$ cat config.mk
export PLATFORM = sky130hd
export DESIGN_NAME = force_reset_sequencer
export DESIGN_NICKNAME = d
export VERILOG_FILES = /design/src/rtl/force_reset_sequencer.sv
export SDC_FILE = /design/constraint.sdc
export NUM_CORES = 1
export LEC_CHECK = 0
export ABC_AREA = 0
export ABC_CLOCK_PERIOD_IN_PS = 1850
export BUFFER_PORTS_ARGS = -buffer_cell sky130_fd_sc_hd__clkbuf_2
export CAP_MARGIN = 20
export CORE_ASPECT_RATIO = 0.9
export CORE_MARGIN = 2
export CORE_UTILIZATION = 45
export DETAILED_ROUTE_END_ITERATION = 8
export HOLD_SLACK_MARGIN = 0.15
export MAX_ROUTING_LAYER = met4
export PLACE_DENSITY = 0.72
export SETUP_SLACK_MARGIN = 0.5
export SLEW_MARGIN = 40
export SYNTH_ARGS = -nofsm -noshare
export SYNTH_HDL_FRONTEND = slang
export SYNTH_SLANG_ARGS = --single-unit
$ cat constraint.sdc
create_clock -name clk -period 1.85 [get_ports clk]
set_input_delay 0.37 -clock clk [delete_from_list [all_inputs] [get_ports clk]]
set_output_delay 0.37 -clock clk [all_outputs]
set_load 0.005 [all_outputs]
$ cat src/rtl/force_reset_sequencer.sv
// -----------------------------------------------------------------------------
// force_reset_sequencer
//
// Turns a level reset request (from the trigger monitor or from software)
// into a stretched, registered reset pulse. A cooldown window follows each
// pulse. Requests that arrive while a pulse or cooldown is in progress are
// ignored, and their rising edges are counted as drops.
//
// Parameters
//   STRETCH_CYCLES  : cycles rst_out stays high per accepted request (1..255)
//   COOLDOWN_CYCLES : blocking cycles after rst_out falls (0..255)
//   CNT_WIDTH       : width of event_count / drop_count
//
// Ports
//   clk          : clock, rising edge
//   rst          : synchronous active-high reset, overrides every other input
//   force_reset  : level request from the trigger monitor
//   ext_rst_req  : level request from software/debug
//   clear_counts : synchronous clear of both counters (FSM unaffected)
//   rst_out      : stretched reset to the protected logic (registered)
//   busy         : high while the sequencer is not idle (registered)
//   req_ack      : one-cycle pulse marking an accepted request (registered)
//   event_count  : accepted requests, saturating
//   drop_count   : request rising edges rejected while busy, saturating
// -----------------------------------------------------------------------------
module force_reset_sequencer #(
  parameter int STRETCH_CYCLES  = 16,
  parameter int COOLDOWN_CYCLES = 8,
  parameter int CNT_WIDTH       = 8
) (
  input  logic                 clk,
  input  logic                 rst,
  input  logic                 force_reset,
  input  logic                 ext_rst_req,
  input  logic                 clear_counts,
  output logic                 rst_out,
  output logic                 busy,
  output logic                 req_ack,
  output logic [CNT_WIDTH-1:0] event_count,
  output logic [CNT_WIDTH-1:0] drop_count
);

  // Timer must hold the larger of the two phase lengths.
  localparam int MAX_T = (STRETCH_CYCLES > COOLDOWN_CYCLES) ? STRETCH_CYCLES
                                                            : COOLDOWN_CYCLES;
  localparam int TW    = $clog2(MAX_T + 1);

  localparam logic [TW-1:0] STRETCH_LOAD  = TW'(STRETCH_CYCLES - 1);
  // Only used when COOLDOWN_CYCLES > 0.
  localparam logic [TW-1:0] COOLDOWN_LOAD = TW'(COOLDOWN_CYCLES - 1);

  typedef enum logic [1:0] {
    IDLE     = 2'd0,
    ASSERT   = 2'd1,
    COOLDOWN = 2'd2
  } state_t;

  state_t          state_q, state_n;
  logic [TW-1:0]   timer_q, timer_n;
  logic            req, req_d, req_rise;
  logic            accept, drop;
  logic [CNT_WIDTH-1:0] event_n, drop_n;

  // Both sources merge into one request, so simultaneous assertion counts once.
  assign req      = force_reset | ext_rst_req;
  assign req_rise = req & ~req_d;

  // NOTE: every signal driven here gets a default first, so no path leaves
  // one unassigned and no latch is inferred.
  always_comb begin
    state_n = state_q;
    timer_n = timer_q;
    accept  = 1'b0;
    case (state_q)
      IDLE: begin
        // Level-based acceptance: a held request re-triggers after cooldown.
        if (req) begin
          state_n = ASSERT;
          timer_n = STRETCH_LOAD;
          accept  = 1'b1;
        end
      end
      ASSERT: begin
        if (timer_q == '0) begin
          if (COOLDOWN_CYCLES == 0) begin
            state_n = IDLE;
            timer_n = '0;
          end else begin
            state_n = COOLDOWN;
            timer_n = COOLDOWN_LOAD;
          end
        end else begin
          timer_n = timer_q - TW'(1);
        end
      end
      COOLDOWN: begin
        if (timer_q == '0) begin
          state_n = IDLE;
        end else begin
          timer_n = timer_q - TW'(1);
        end
      end
      default: begin
        state_n = IDLE;
        timer_n = '0;
      end
    endcase
  end

  // A fresh edge while busy is recorded but never disturbs the sequence.
  assign drop = req_rise && (state_q != IDLE);

  // Clear beats a simultaneous increment; both counters stick at all-ones.
  always_comb begin
    event_n = event_count;
    drop_n  = drop_count;
    if (clear_counts) begin
      event_n = '0;
      drop_n  = '0;
    end else begin
      if (accept && (event_count != '1)) event_n = event_count + CNT_WIDTH'(1);
      if (drop   && (drop_count  != '1)) drop_n  = drop_count  + CNT_WIDTH'(1);
    end
  end

  // NOTE: sequential state uses non-blocking assignments so every register
  // samples pre-edge values regardless of statement order.
  always_ff @(posedge clk) begin
    if (rst) begin
      state_q     <= IDLE;
      timer_q     <= '0;
      req_d       <= 1'b0;
      rst_out     <= 1'b0;
      busy        <= 1'b0;
      req_ack     <= 1'b0;
      event_count <= '0;
      drop_count  <= '0;
    end else begin
      state_q     <= state_n;
      timer_q     <= timer_n;
      req_d       <= req;
      // Outputs are registered from the next state so they line up with it.
      rst_out     <= (state_n == ASSERT);
      busy        <= (state_n != IDLE);
      req_ack     <= accept;
      event_count <= event_n;
      drop_count  <= drop_n;
    end
  end

endmodule

==> metrics.log <==
INFO  metric setup_ws = approximately 0.27 ns
INFO  metric seq_area_frac_synth = 0.397
INFO  metric place_hpwl = roughly 2300 um
INFO  metric num_antenna_cells = 0
INFO  metric tns = 0 ns
INFO  metric setup_repair_after_global_routing_missed_its_margin = yes
INFO  metric timing.critical_path.from_type = flop
INFO  metric grt_max_degree = 15
INFO  metric port_buffers = 23
INFO  metric async_reset_ff_frac = 0
INFO  metric critical_path.max_fanout = 3
INFO  metric max_cap_viol_count = 0
INFO  metric gp_congestion = between 0.8 and 0.9
INFO  metric yosys.area.top_type_share = 0.397
INFO  metric setup.worst_path.class = reg -> reg
INFO  metric drtAntennaViolNets = 0
INFO  metric synthesis.instances = between 150 and 200
INFO  metric post-route-min-period = roughly 1.6 ns
INFO  metric worst_skew_pair.late_latency = 0.33 ns
INFO  metric run_status = finished, final reports clean
INFO  metric rr_endpoint = timer_q[0]
INFO  metric cts-htree-levels = 1
INFO  metric syn-num-nets = approximately 170
INFO  metric grt_pass1_vias = about 1,300
INFO  metric gr-usage-met1 = 0.273
INFO  metric hold_depth = 3
INFO  metric timing.final.crit_share = 0.855
INFO  metric cts_made_buffers = 3
INFO  metric fmax = 632 MHz
INFO  metric cp.arrival = about 1.8 ns
INFO  metric worst_r2r_path_depth = 6
INFO  metric setup.reg_to_reg.worst_slack = between 0.2 and 0.3 ns
INFO  metric worst_hold_path_type = in -> reg
INFO  metric holdWs = about 0.32 ns
INFO  metric drt-vias-per-instance = 6.07
INFO  metric num_io_pins = 24
INFO  metric vias = 1,456
INFO  metric gr-total-overflow = 0
INFO  metric synth_edf_count = 0
INFO  metric power.switching = approximately 0.45 mW
INFO  metric endpoint_kind = flop
INFO  metric swShare = 0.330
INFO  metric ys_types = 49
INFO  metric min_to = drop_count[3]
INFO  metric p_comb_frac = 0.322
INFO  metric clock_skew = around 0.0064 ns
INFO  metric preCtsSetupSlack = between 0.2 and 0.3 ns
INFO  metric hold_path_startpoint = clear_counts
INFO  metric worst_ep_required_time = between 2 and 2.5 ns
INFO  metric netlist_top_cells_area = dfxtp_1 40%, a211oi_1 3.9%, nor2_1 3.6%, nand3_1 3.3%, nand2_1 3.0%
INFO  metric finish.net_count = between 200 and 250
INFO  metric pwr-share-seq = 0.489
INFO  metric chipHeight = about 56 um
INFO  metric total_leakage_power = ~0.72 nW
INFO  metric tritoncts = done
INFO  metric share_of_cells_above_drive_strength_1 = 0.555
INFO  metric share_of_total_power_in_the_clock_network = 0.189
INFO  metric avgSynthCellArea = 8.62 sq um
INFO  metric design.die.area = between 3000 and 4000 sq um
INFO  metric power.internal = around 0.92 mW
INFO  metric core_rows = 18
INFO  metric clock_sink_count = 27
INFO  metric wl_per_cell = roughly 17 um
INFO  metric synth.largest_area_cell = dfxtp_1
INFO  metric detail_route.first_pass.iterations = 5
INFO  metric power_per_cell_area = around 680 nW/um^2
INFO  metric grt_antenna_before_repair = 0
INFO  metric drt_first_iter_violations = 72
INFO  metric synthesis_warnings = 0
INFO  metric synth-seq-cells = 27
INFO  metric grtUsageTotal = 0.222
INFO  metric final_common_cell = clkbuf_2
INFO  metric max-slew-margin-rel = 0.592
INFO  metric setup_violations = 0
INFO  metric mappedNetlistArea = roughly 1400 sq um
INFO  metric global_route.usage.met3 = 0.0488
INFO  metric grt_first_pass_wirelength = between 5000 and 6000 um
INFO  metric worst_r2r_startpoint = timer_q[0]
INFO  metric clkSlewWorstSetupHoldPaths = 0.14 ns
INFO  metric clock_tree.buffer_depth = 2
INFO  metric coreArea = about 2800 sq um
INFO  metric remaining_drc_errors = 0
INFO  metric synthesis_to_layout_area_growth = 47.6%
INFO  metric peakVddDrop = ~400 uV
INFO  metric starting_density_of_the_core = 0.484
INFO  metric report.final.hold_viol_count = 0
INFO  metric tightestPinTransition = about 0.61 ns
INFO  metric layout_common_cells = 22 x clkbuf_2, 18 x buf_4, 11 x nor2_1
INFO  metric slew_viol_final = 0
INFO  metric die_w = between 60 and 70 um
INFO  metric met2_usage = 0.366
INFO  metric top_usage_layer_grt = met2
INFO  metric postRouteWirelength = a little under 4000 um
INFO  metric timing.critical_path.from = timer_q[0]
INFO  metric clockRootBuffer = clkbuf_4
INFO  metric synth_flop_cell = dfxtp_1
## metal layers
metal	wire [um]	up-vias
li1	-	689
met1	1710	696
met2	1980	58
met3	219	13
met4	69	0
met5	0	-
## Yosys cell counts (all sizes together) (2+ instances only)
| cell | number |
|---|---|
| nor2b | 2 |
| or3 | 5 |
| nor4 | 5 |
| nand2 | 11 |
| o41ai | 2 |
| mux2i | 2 |
| buf | 2 |
| dfxtp | 27 |
| ha | 3 |
| o31ai | 2 |
| nand3 | 9 |
| o311ai | 3 |
| a31oi | 6 |
| nor2 | 14 |
| o21ai | 8 |
| clkbuf | 5 |
| nor3 | 7 |
| inv | 4 |
| and3 | 4 |
| a21oi | 6 |
| or2 | 4 |
| a211oi | 7 |
## cell families (layout without fill, tap and decap cells)
kind of cell             Yosys count  after routing  share of synthesized area
AO/OA/AOI/OAI                     44             44                      0.227
buffers and inverters             11             53                     0.0395
AND/OR/NAND/NOR                   68             68                      0.274
XOR/XNOR                           2              2                     0.0129
flip-flops                        27             27                      0.397
adder cells (fa/ha/maj)            3              3                     0.0276
multiplexers                       3              3                     0.0230
## power by group through the flow
| stage | Sequential [mW] | Combinational [mW] | Clock (mW) |
|---|---|---|---|
| after floorplan | 0.667 | 0.221 | 0 |
| after global placement | 0.677 | 0.265 | 0 |
| after detailed placement | 0.679 | 0.274 | 0 |
| after CTS | 0.664 | 0.355 | 0.261 |
| after global routing | 0.673 | 0.472 | 0.291 |
| final | 0.668 | 0.440 | 0.259 |
## worst max path at each step
stage / endpoint / slack (ns) / cells after the start
after floorplan: timer_q[1] / 0.35 / 6
after global placement: timer_q[1] / 0.32 / 6
after detailed placement: drop_count[7] / 0.28 / 4
after CTS: timer_q[0] / 0.29 / 6
after global routing: timer_q[0] / 0.22 / 6
final: timer_q[0] / 0.27 / 6
## worst max-delay path, stage by stage, from the launching register on
cell,delay (ns)
dfxtp_2,0.35
inv_2,0.08
ha_4,0.13
or4b_4,0.48
buf_4,0.17
o221ai_2,0.15
a221oi_1,0.10
## state kept, by name, indices dropped and copies added (netlist names)
signal       count
req_d            1
timer_q          5
state_q          2
busy             1
req_ack          1
rst_out          1
event_count      8
drop_count       8
## through the flow
stage | cells | total power [mW] | instance area [sq um] | utilization
finish | 240 | 1.37 | 2010 | 0.714
global route | 240 | 1.44 | 2010 | 0.714
CTS | 234 | 1.28 | 1840 | 0.654
detailed placement | 219 | 0.953 | 1610 | 0.571
global placement | 219 | 0.942 | 1610 | 0.571
floorplan | 158 | 0.887 | 1450 | -
## repair_timing
| action | 4_1_cts | 5_1_grt |
|---|---|---|
| buffers inserted | 11 | 6 |
| endpoints found under the setup margin | 20 | 28 |
| resized for setup | 29 | 32 |
| pin swaps | 15 | 14 |
| hold buffers | 0 | 0 |
## final cells by class
| type | count | area [sq um] |
|---|---|---|
| multi-input cells | 120 | 1040 |
| fillers | 199 | 805 |
| flip-flops and latches | 27 | 579 |
| repair buffers | 45 | 302 |
| well taps | 40 | 50.0 |
| clock buffers | 4 | 26.3 |
| inverters | 4 | 15.0 |
Power figures use the tool's default switching activity.
